--- config.mk ---
export PLATFORM = sky130hd
export DESIGN_NAME = imem_boot_loader
export DESIGN_NICKNAME = d
export VERILOG_FILES = /design/src/rtl/imem_boot_loader.sv
export SDC_FILE = /design/constraint.sdc
export NUM_CORES = 1
export LEC_CHECK = 0
export CAP_MARGIN = 10
export CORE_ASPECT_RATIO = 0.7
export CORE_MARGIN = 2
export CORE_UTILIZATION = 50
export DETAILED_ROUTE_END_ITERATION = 7
export PLACE_DENSITY = 0.73
export RECOVER_POWER = 50
export SLEW_MARGIN = 10
export SYNTH_ARGS = -nofsm -noshare
export SYNTH_HDL_FRONTEND = slang
export SYNTH_SLANG_ARGS = --single-unit
export TNS_END_PERCENT = 10
--- constraint.sdc ---
create_clock -name clk -period 4.39 [get_ports clk]
set_input_delay 1.0975 -clock clk [delete_from_list [all_inputs] [get_ports clk]]
set_output_delay 1.0975 -clock clk [all_outputs]
set_load 0.01 [all_outputs]
--- src/rtl/imem_boot_loader.sv ---
`default_nettype none
// ============================================================================
//  Module      : imem_boot_loader
//  Description : Turns a framed host byte stream into byte writes to the
//                big-endian instruction memory, holding the CPU until a frame
//                loads cleanly and then publishing its boot PC.
//  Revision    : 1.0 - initial release
// ============================================================================
module imem_boot_loader #(
    parameter int         MEM_BYTES = 16384,
    parameter int         ADDR_W    = 14,
    parameter logic [7:0] SYNC_BYTE = 8'hA5
) (
    input  logic              clk,
    input  logic              reset,
    input  logic              in_valid,
    input  logic [7:0]        in_data,
    output logic              in_ready,
    output logic              mem_we,
    output logic [ADDR_W-1:0] mem_addr,
    output logic [7:0]        mem_wdata,
    output logic              cpu_hold,
    output logic              done,
    output logic              error,
    output logic [31:0]       boot_pc
);

    localparam logic [3:0] c_st_idle    = 4'd0;
    localparam logic [3:0] c_st_addr_hi = 4'd1;
    localparam logic [3:0] c_st_addr_lo = 4'd2;
    localparam logic [3:0] c_st_cnt_hi  = 4'd3;
    localparam logic [3:0] c_st_cnt_lo  = 4'd4;
    localparam logic [3:0] c_st_data    = 4'd5;
    localparam logic [3:0] c_st_csum    = 4'd6;
    localparam logic [3:0] c_st_done    = 4'd7;
    localparam logic [3:0] c_st_err     = 4'd8;

    localparam logic [18:0] c_mem_limit = 19'(MEM_BYTES);

    logic [3:0]        r_state;
    logic [7:0]        r_addr_hi;
    logic [15:0]       r_frame_addr;
    logic [7:0]        r_cnt_hi;
    logic [17:0]       r_left;
    logic [ADDR_W-1:0] r_wptr;
    logic [7:0]        r_csum;

    logic              r_in_ready;
    logic              r_mem_we;
    logic [ADDR_W-1:0] r_mem_addr;
    logic [7:0]        r_mem_wdata;
    logic              r_cpu_hold;
    logic              r_done;
    logic              r_error;
    logic [31:0]       r_boot_pc;

    logic              w_hs;
    logic              w_sync;
    logic [15:0]       w_cnt;
    logic [18:0]       w_end;
    logic              w_bad;

    assign w_hs   = in_valid && r_in_ready;
    assign w_sync = (in_data == SYNC_BYTE);
    assign w_cnt  = {r_cnt_hi, in_data};

    // End address is computed wide enough that ADDR + 4*CNT can never wrap.
    assign w_end = {3'b000, r_frame_addr} + {1'b0, w_cnt, 2'b00};
    assign w_bad = (r_frame_addr[1:0] != 2'b00) || (w_end > c_mem_limit);

    always_ff @(posedge clk) begin
        if (reset) begin
            r_state      <= c_st_idle;
            r_addr_hi    <= 8'h00;
            r_frame_addr <= 16'h0000;
            r_cnt_hi     <= 8'h00;
            r_left       <= 18'd0;
            r_wptr       <= '0;
            r_csum       <= 8'h00;
            r_in_ready   <= 1'b0;
            r_mem_we     <= 1'b0;
            r_mem_addr   <= '0;
            r_mem_wdata  <= 8'h00;
            r_cpu_hold   <= 1'b1;
            r_done       <= 1'b0;
            r_error      <= 1'b0;
            r_boot_pc    <= 32'h0000_0000;
        end else begin
            r_in_ready <= 1'b1;
            r_mem_we   <= 1'b0;
            if (w_hs) begin
                case (r_state)
                    c_st_idle, c_st_done, c_st_err: begin
                        // Non-sync bytes between frames are dropped silently.
                        if (w_sync) begin
                            r_state    <= c_st_addr_hi;
                            r_cpu_hold <= 1'b1;
                            r_done     <= 1'b0;
                            r_error    <= 1'b0;
                            r_csum     <= 8'h00;
                        end
                    end
                    c_st_addr_hi: begin
                        r_addr_hi <= in_data;
                        r_state   <= c_st_addr_lo;
                    end
                    c_st_addr_lo: begin
                        r_frame_addr <= {r_addr_hi, in_data};
                        r_state      <= c_st_cnt_hi;
                    end
                    c_st_cnt_hi: begin
                        r_cnt_hi <= in_data;
                        r_state  <= c_st_cnt_lo;
                    end
                    c_st_cnt_lo: begin
                        r_left <= {w_cnt, 2'b00};
                        r_wptr <= r_frame_addr[ADDR_W-1:0];
                        if (w_bad) begin
                            r_state <= c_st_err;
                            r_error <= 1'b1;
                        end else if (w_cnt == 16'h0000) begin
                            r_state <= c_st_csum;
                        end else begin
                            r_state <= c_st_data;
                        end
                    end
                    c_st_data: begin
                        r_mem_we    <= 1'b1;
                        r_mem_addr  <= r_wptr;
                        r_mem_wdata <= in_data;
                        r_wptr      <= r_wptr + 1'b1;
                        r_csum      <= r_csum ^ in_data;
                        r_left      <= r_left - 18'd1;
                        if (r_left == 18'd1) begin
                            r_state <= c_st_csum;
                        end
                    end
                    c_st_csum: begin
                        if (in_data == r_csum) begin
                            r_state    <= c_st_done;
                            r_done     <= 1'b1;
                            r_cpu_hold <= 1'b0;
                            r_boot_pc  <= {16'h0000, r_frame_addr};
                        end else begin
                            r_state <= c_st_err;
                            r_error <= 1'b1;
                        end
                    end
                    default: begin
                        r_state <= c_st_idle;
                    end
                endcase
            end
        end
    end

    assign in_ready  = r_in_ready;
    assign mem_we    = r_mem_we;
    assign mem_addr  = r_mem_addr;
    assign mem_wdata = r_mem_wdata;
    assign cpu_hold  = r_cpu_hold;
    assign done      = r_done;
    assign error     = r_error;
    assign boot_pc   = r_boot_pc;

endmodule
`default_nettype wire

==> impl_metrics.sql, run 1 <==
INSERT INTO impl_metrics (metric_group, metric, value, unit) VALUES
('synth', 'synthCells', '767', ''),
('synth', 'post_synthesis_register_bit_count', '119', ''),
('synth', 'yosysWarningCount', '0', ''),
('critical_path', 'critical_path_class', 'primary input to register', ''),
('power', 'swShare', '22.4', '%'),
('sta', 'fin_skew', '0.00960', 'ns'),
('cts', 'postCtsSetupBuffers', '0', ''),
('placement', 'placement.cell_area', '6780', 'µm²'),
('sta', 'final_period_minus_worst_setup_slack', '3.76', 'ns'),
('outcome', 'run_status', 'completed', ''),
('routing', 'num_vias', '5909', ''),
('sta', 'worst-slew-pin-transition', '1.48', 'ns'),
('layout', 'area_delta_synth_final', '19.3', '%'),
('cts', 'numClockSinks', '119', ''),
('synth', 'synth_top_area_cell', 'sky130_fd_sc_hd__dfxtp_1', ''),
('global_routing', 'grt_overflow', '0', ''),
('sta', 'maximum_clock_frequency', '266', 'MHz'),
('layout', 'layout.cell_area.non_filler', '7370', 'µm²'),
('routing', 'drt_first_pass_iters', '5', ''),
('routing', 'detail_route.vias_per_cell', '6.05', ''),
('routing', 'detail_route.wl_per_cell', '18.5', 'µm'),
('sta', 'finalCritPeriodShare', '85.6', '%'),
('critical_path', 'critPathCaptureType', 'register', ''),
('layout', 'nets', '837', ''),
('placement', 'place_hpwl', '12.4', 'mm'),
('floorplanning', 'fp-row-count', '33', ''),
('floorplanning', 'fp.dieArea', '13300', 'µm²'),
('power', 'combinationalPowerShare', '3.1', '%'),
('cts', 'cts_max_level', '4', ''),
('critical_path', 'critical_path.max_fanout', '3', ''),
('layout', 'num_antenna_cells', '0', ''),
('power', 'power.density', '353', 'nW/µm²'),
('sta', 'max_slew_margin', '1.12', '%'),
('cts', 'cts.hold.buffers_added', '0', ''),
('cts', 'clock_path_buffers', '2', ''),
('critical_path', 'cp_data_arrival_time', '4.09', 'ns'),
('job', 'maxCapViolCount', '0', ''),
('critical_path', 'critical_path_required', '4.73', 'ns'),
('global_routing', 'initial_antenna_violation_count', '0', ''),
('floorplanning', 'floorplan.initialDensity', '51.9', '%'),
('floorplanning', 'die-height', '97.0', 'µm'),
('sta', 'setup_repair_after_global_routing_missed_its_margin', 'false', ''),
('routing', 'drt-initial-drc-count', '732', ''),
('global_routing', 'first_global_vias', '5402', ''),
('sta', 'layout_setup_ws', '0.633', 'ns'),
('global_routing', 'grt_max_degree', '68', ''),
('power', 'vdd_drop_max', '0.000353', 'V'),
('routing', 'routed_wl', '18.1', 'mm'),
('power', 'seqPwrFrac', '41.6', '%'),
('synth', 'synth_top_cells_by_area', 'sky130_fd_sc_hd__dfxtp_1, sky130_fd_sc_hd__a21oi_1, sky130_fd_sc_hd__mux2i_1', ''),
('routing', 'route.detailed.drc', '0', ''),
('synth', 'synthDominantCellAreaShare', '38.6', '%'),
('layout', 'post_route_cells_drive_above_1_share', '7.80', '%'),
('cts', 'cts.clk_slew.worst_paths', '0.06', 'ns'),
('synth', 'number_of_enable_type_register_cells_in_the_synthesized_netlist', '0', ''),
('sta', 'final-max-slew-violation-count', '0', ''),
('synth', 'synth_seq_area_share', '38.6', '%'),
('layout', 'mostFrequentLayoutCell', 'sky130_fd_sc_hd__dfxtp_1', ''),
('cts', 'tritoncts', 'built', ''),
('floorplanning', 'coreArea', '11900', 'µm²'),
('layout', 'layout_common_cells', 'sky130_fd_sc_hd__dfxtp_1, sky130_fd_sc_hd__nand2_1, sky130_fd_sc_hd__nor2_1', ''),
('sta', 'fin_setup_tns', '0', 'ns'),
('critical_path', 'setup.worst_path.start_class', 'primary input', ''),
('power', 'static-leakage-power', '3.08', 'nW'),
('synth', 'synth_area', '6180', 'µm²'),
('power', 'p_int', '2.02', 'mW'),
('placement', 'detailedPlace.worstSlack', '0.237', 'ns'),
('layout', 'num-fill-cells', '1037', ''),
('global_routing', 'groute.usage.overall', '28.0', '%'),
('cts', 'cts_made_buffers', '17', ''),
('synth', 'postSynth.asyncResetShare', '0', '%');
worst max-delay path, cell delays in order:
cell and delay [ns]:
sky130_fd_sc_hd__clkdlybuf4s50_1 0.42, sky130_fd_sc_hd__ha_1 0.23, sky130_fd_sc_hd__fa_1 0.39, sky130_fd_sc_hd__a21o_2 0.25
sky130_fd_sc_hd__a221oi_2 0.34, sky130_fd_sc_hd__nor3_2 0.12, sky130_fd_sc_hd__o31ai_2 0.25, sky130_fd_sc_hd__mux2i_1 0.12
sky130_fd_sc_hd__or4_4 0.50, sky130_fd_sc_hd__nand4bb_1 0.22, sky130_fd_sc_hd__o21ai_1 0.15
per-stage QoR:
step / utilization, % / hold WS [ns] / power (mW) / std cells
2_1_floorplan: - / 0.440 / 1.16 / 782
3_3_place_gp: 57.0 / 0.443 / 1.18 / 946
3_5_place_dp: 57.0 / 0.450 / 1.18 / 946
4_1_cts: 62.1 / 0.458 / 2.61 / 977
5_1_grt: 62.0 / 0.480 / 2.67 / 977
6_report: 62.0 / 0.452 / 2.60 / 977
flip-flops by register name, indices dropped and copies added, names as in the netlist:
name and flops:
r_left 18, error 1, r_state 4, r_addr_hi 8, r_frame_addr 16, in_ready 1
r_cnt_hi 8, mem_wdata 8, cpu_hold 1, boot_pc 16, mem_we 1, done 1
mem_addr 14, r_csum 8, r_wptr 14
logic make-up (layout without fill, tap and decap cells):
kind of cell	after synthesis	count (layout)	share of synthesized area, %
AND/OR/NAND/NOR	288	288	21.6
AO/OA/AOI/OAI	202	202	20.2
flip-flops	119	119	38.6
buffers and inverters	76	114	6.06
multiplexers	44	44	7.15
XOR/XNOR	19	19	2.69
adder cells (fa/ha/maj)	18	18	3.77
other	1	16	0.0607
routing by layer:
metal	up-vias	routed length, µm	track usage [%]
li1	2796	-	-
met2	304	7670	39.6
met3	30	1560	7.70
met4	0	335	7.45
met1	2779	8530	41.5
met5	-	0	0
Yosys cell counts, types with 9 or more instances:
cell type and instances:
sky130_fd_sc_hd__o21ai_0 39, sky130_fd_sc_hd__mux2i_1 43, sky130_fd_sc_hd__nor4_1 9, sky130_fd_sc_hd__nor3_1 15
sky130_fd_sc_hd__o22ai_1 10, sky130_fd_sc_hd__xor2_1 10, sky130_fd_sc_hd__buf_4 16, sky130_fd_sc_hd__clkbuf_1 44
sky130_fd_sc_hd__a211oi_1 16, sky130_fd_sc_hd__ha_1 17, sky130_fd_sc_hd__nand3_1 25, sky130_fd_sc_hd__a21oi_1 86
sky130_fd_sc_hd__xnor2_1 9, sky130_fd_sc_hd__inv_1 9, sky130_fd_sc_hd__nand2_1 95, sky130_fd_sc_hd__nor2_1 90
sky130_fd_sc_hd__dfxtp_1 119, sky130_fd_sc_hd__nor2b_1 10
power by group through the flow:
| stage | clock network (mW) | logic [mW] | registers (mW) |
|---|---|---|---|
| detailed placement | 0 | 0.0786 | 1.10 |
| finish | 1.44 | 0.0800 | 1.08 |
| CTS | 1.45 | 0.0792 | 1.08 |
| global placement | 0 | 0.0773 | 1.10 |
| floorplan | 0 | 0.0578 | 1.10 |
| global route | 1.51 | 0.0864 | 1.08 |
worst paths after layout:
kind              cells after the start                     start  slack [ns]                  endpoint
hold reg to reg                       2  mem_addr[9]$_SDFFE_PP0P_        0.45  mem_addr[9]$_SDFFE_PP0P_
setup reg to reg                      6   r_state[0]$_SDFFE_PP0P_        0.99    r_wptr[6]$_SDFFE_PP0P_
setup / recovery                     11                in_data[0]        0.63   r_state[1]$_SDFFE_PP0P_
hold / removal                        2  mem_addr[9]$_SDFFE_PP0P_        0.45  mem_addr[9]$_SDFFE_PP0P_
final cells by class:
| type | count | area, µm² | share of cell area (%) |
|---|---|---|---|
| Multi-Input combinational cell | 587 | 3480 | 47.2 |
| Sequential cell | 119 | 2380 | 32.3 |
| Timing Repair Buffer | 74 | 672 | 9.12 |
| Clock buffer | 18 | 439 | 5.96 |
| Tap cell | 157 | 196 | 2.67 |
| Clock inverter | 13 | 170 | 2.31 |
| Inverter | 9 | 33.8 | 0.458 |
(Power assumes the default switching activity.)
==> run 2: changes to the inputs <==
--- a/config.mk
+++ b/config.mk
@@ -8,9 +8,9 @@
 export CAP_MARGIN = 10
 export CORE_ASPECT_RATIO = 0.7
 export CORE_MARGIN = 2
-export CORE_UTILIZATION = 50
+export CORE_UTILIZATION = 55
 export DETAILED_ROUTE_END_ITERATION = 7
-export PLACE_DENSITY = 0.73
+export PLACE_DENSITY = 0.79
 export RECOVER_POWER = 50
 export SLEW_MARGIN = 10
 export SYNTH_ARGS = -nofsm -noshare
==> run 2 against run 1 <==
Compared with the run above: the flow now finishes with violations (max-capacitance violations, max-slew violations); via count increased by 1.0%; register-to-register slack gained 0.30 ns; non-clock buffer count increased by 1; combinational power up 1%; critical path depth is the same; cell count decreased by 0.20%; die area fell by 8.8%; largest cell class unchanged.
==> impl_metrics.sql, run 2 (synthesis results as in run 1) <==
INSERT INTO impl_metrics (metric_group, metric, value, unit) VALUES
('outcome', 'run_status', 'complete, but fails checks', ''),
('outcome', 'violations', 'max-capacitance violations, max-slew violations', ''),
('floorplanning', 'die_x', '131', 'µm'),
('layout', 'largest_register_ff_count', '18', ''),
('cts', 'numClockSinks', '119', ''),
('critical_path', 'crit-reg2reg-launch', 'r_frame_addr[2]$_SDFFE_PP0P_', ''),
('layout', 'layout.cells.non_filler', '975', ''),
('sta', 'hold_viol_final', '0', ''),
('critical_path', 'cell_with_the_largest_stage_delay_on_the_worst_path', 'sky130_fd_sc_hd__or4_4', ''),
('cts', 'cts.hold.buffers_added', '0', ''),
('power', 'power.net_switching', '0.567', 'mW'),
('floorplanning', 'coreArea', '11000', 'µm²'),
('sta', 'fin_setup_tns', '0', 'ns'),
('layout', 'registers.top_by_ff_count', 'r_left', ''),
('layout', 'post_route_cells_drive_above_1_share', '8.39', '%'),
('cts', 'cts_made_buffers', '17', ''),
('power', 'vdd_drop_max', '0.000286', 'V'),
('layout', 'num_antenna_cells', '0', ''),
('sta', 'finalCritPeriodShare', '87.9', '%'),
('floorplanning', 'floorplan.initialDensity', '56.3', '%'),
('routing', 'drt-initial-drc-count', '541', ''),
('routing', 'detail_route.vias_per_cell', '6.12', ''),
('cts', 'cts.clk_slew.worst_paths', '0.06', 'ns'),
('cts', 'clock_path_buffers', '2', ''),
('sta', 'max_slew_margin', '-48.8', '%'),
('global_routing', 'grt_overflow', '0', ''),
('critical_path', 'critical_path.max_fanout', '3', ''),
('critical_path', 'critical_path_class', 'primary input to register', ''),
('global_routing', 'first_global_vias', '5513', ''),
('sta', 'final_period_minus_worst_setup_slack', '3.86', 'ns'),
('cts', 'tritoncts', 'built', ''),
('critical_path', 'critPathBufInv', '1', ''),
('routing', 'drt_first_pass_iters', '6', ''),
('power', 'p_int', '1.99', 'mW'),
('floorplanning', 'ios', '70', ''),
('routing', 'route.detailed.drc', '0', ''),
('routing', 'routed_wl', '17.7', 'mm'),
('critical_path', 'reg2reg_depth', '10', ''),
('critical_path', 'regToRegEndpoint', 'error$_SDFFE_PP0P_', ''),
('placement', 'buffer_ports.inserted', '53', ''),
('critical_path', 'cp_top_family', 'compound AO/OA/AOI/OAI gates', ''),
('placement', 'place_hpwl', '12.2', 'mm'),
('layout', 'mostFrequentLayoutCell', 'sky130_fd_sc_hd__dfxtp_1', ''),
('critical_path', 'critPathCaptureType', 'register', ''),
('placement', 'gp_congestion', '0.920', ''),
('global_routing', 'wire_length_of_the_first_global_routing_pass', '28.6', 'mm'),
('routing', 'detail_route.wl_per_cell', '18.1', 'µm'),
('critical_path', 'cp_data_arrival_time', '4.04', 'ns'),
('critical_path', 'setup.worst_path.start_class', 'primary input', ''),
('placement', 'detailedPlace.worstSlack', '0.170', 'ns'),
('floorplanning', 'fp.dieArea', '12100', 'µm²'),
('routing', 'num_vias', '5970', ''),
('hold_path', 'timing.hold.worst.class', 'register to register', ''),
('sta', 'fin_skew', '0.00977', 'ns'),
('global_routing', 'groute.usage.overall', '30.6', '%'),
('power', 'power.density', '347', 'nW/µm²'),
('job', 'maxCapViolCount', '1', ''),
('hold_path', 'min_to', 'mem_addr[11]$_SDFFE_PP0P_', ''),
('cts', 'cts_resized', '0', ''),
('sta', 'maximum_clock_frequency', '259', 'MHz'),
('critical_path', 'worst-r2r-setup-slack', '1.29', 'ns'),
('power', 'static-leakage-power', '3.10', 'nW'),
('routing', 'final_antenna_violating_net_count', '0', ''),
('power', 'seqPwrFrac', '42.2', '%'),
('sta', 'final-max-slew-violation-count', '53', ''),
('cts', 'clock_network_latency_to_the_later_pin_of_the_worst_skew_pair', '0.41', 'ns'),
('layout', 'nets', '838', ''),
('layout', 'area_delta_synth_final', '19.6', '%'),
('sta', 'finalSetupViolCount', '0', ''),
('critical_path', 'timing.critical_path.from', 'in_data[0]', ''),
('cts', 'cts_max_level', '4', ''),
('global_routing', 'initial_antenna_violation_count', '0', ''),
('sta', 'worst-slew-pin-transition', '2.23', 'ns'),
('critical_path', 'timing.critical_path.cells', 'clkdlybuf4s50_1, ha_1, fa_1, a21o_2, a221oi_2, nor3_2, o31ai_2, mux2i_1, or4_4, nor2_1, a311oi_1', ''),
('power', 'swShare', '22.1', '%'),
('cts', 'cts-root-buf', 'sky130_fd_sc_hd__clkbuf_16', ''),
('layout', 'num-fill-cells', '902', ''),
('critical_path', 'critical_path_required', '4.58', 'ns'),
('power', 'combinationalPowerShare', '3.2', '%'),
('sta', 'layout_setup_ws', '0.531', 'ns'),
('sta', 'setup_repair_after_global_routing_missed_its_margin', 'false', ''),
('layout', 'layout_common_cells', 'sky130_fd_sc_hd__dfxtp_1, sky130_fd_sc_hd__nand2_1, sky130_fd_sc_hd__nor2_1', ''),
('hold_path', 'holdPathStages', '2', ''),
('placement', 'place_inst', '943', ''),
('critical_path', 'critical-path-max-stage-delay', '0.50', 'ns'),
('power', 'power_frac_clock', '54.6', '%'),
('cts', 'postCtsSetupBuffers', '0', ''),
('floorplanning', 'fp-row-count', '32', ''),
('floorplanning', 'die-height', '92.7', 'µm'),
('global_routing', 'grt_max_degree', '65', ''),
('hold_path', 'hp-start', 'mem_addr[11]$_SDFFE_PP0P_', '');
[run 2: cell count changes in the layout (fill, tap and decap cells not counted), moves of 2 or more]
cell	before	now
sky130_fd_sc_hd__buf_4	18	21
sky130_fd_sc_hd__clkbuf_1	3	1
sky130_fd_sc_hd__clkbuf_8	1	3
sky130_fd_sc_hd__clkinv_4	1	5
sky130_fd_sc_hd__clkinvlp_4	3	1
sky130_fd_sc_hd__inv_6	5	3
[run 2: worst max path at each step]
| stage | end | cells past startpoint |
|---|---|---|
| after CTS | r_state[1]$_SDFFE_PP0P_ | 11 |
| final | error$_SDFFE_PP0P_ | 11 |
| after detailed placement | r_state[1]$_SDFFE_PP0P_ | 11 |
| after global routing | r_left[14]$_SDFFE_PP0P_ | 3 |
| after floorplan | r_state[1]$_SDFFE_PP0P_ | 10 |
| after global placement | r_state[1]$_SDFFE_PP0P_ | 11 |
[run 2: power groups by stage]
| stage | Clock [mW] | Combinational (mW) | Sequential [mW] |
|---|---|---|---|
| 4_1_cts | 1.41 | 0.0791 | 1.08 |
| 6_report | 1.40 | 0.0809 | 1.08 |
| 3_3_place_gp | 0 | 0.0776 | 1.10 |
| 3_5_place_dp | 0 | 0.0789 | 1.10 |
| 2_1_floorplan | 0 | 0.0578 | 1.10 |
| 5_1_grt | 1.46 | 0.0858 | 1.08 |
[run 2: per-layer routing]
layer  up-vias  routed length, µm  GRT usage (%)
li1       2799                  -              -
met1      2811               7950           43.3
met2       316               7470           44.4
met4         0                543           12.6
met5         -                  0              0
met3        44               1720           7.63
[run 2: metrics by stage]
step	area [µm²]	hold WS, ns	util (%)	power, mW
4_1_cts	7390	0.456	67.4	2.57
3_5_place_dp	6780	0.448	61.8	1.18
5_1_grt	7390	0.472	67.3	2.63
6_report	7390	0.451	67.3	2.56
3_3_place_gp	6780	0.444	61.8	1.18
2_1_floorplan	6230	0.440	-	1.16
[run 2: layout make-up]
cell class                      count  area (µm²)  area share (%)
Inverter                            9        33.8           0.457
Clock inverter                     12         143            1.93
Multi-Input combinational cell    587        3480            47.1
Sequential cell                   119        2380            32.3
Clock buffer                       20         467            6.32
Timing Repair Buffer               75         687            9.30
Tap cell                          153         191            2.59
[run 2: worst reg2reg max path, cell delays in order (launching register included)]
cell and delay [ns]:
sky130_fd_sc_hd__dfxtp_1 0.37, sky130_fd_sc_hd__ha_1 0.24, sky130_fd_sc_hd__fa_1 0.40, sky130_fd_sc_hd__a21o_2 0.24
sky130_fd_sc_hd__a221oi_2 0.32, sky130_fd_sc_hd__nor3_2 0.13, sky130_fd_sc_hd__o31ai_2 0.28, sky130_fd_sc_hd__mux2i_1 0.11
sky130_fd_sc_hd__or4_4 0.50, sky130_fd_sc_hd__nor2_1 0.19, sky130_fd_sc_hd__a311oi_1 0.11
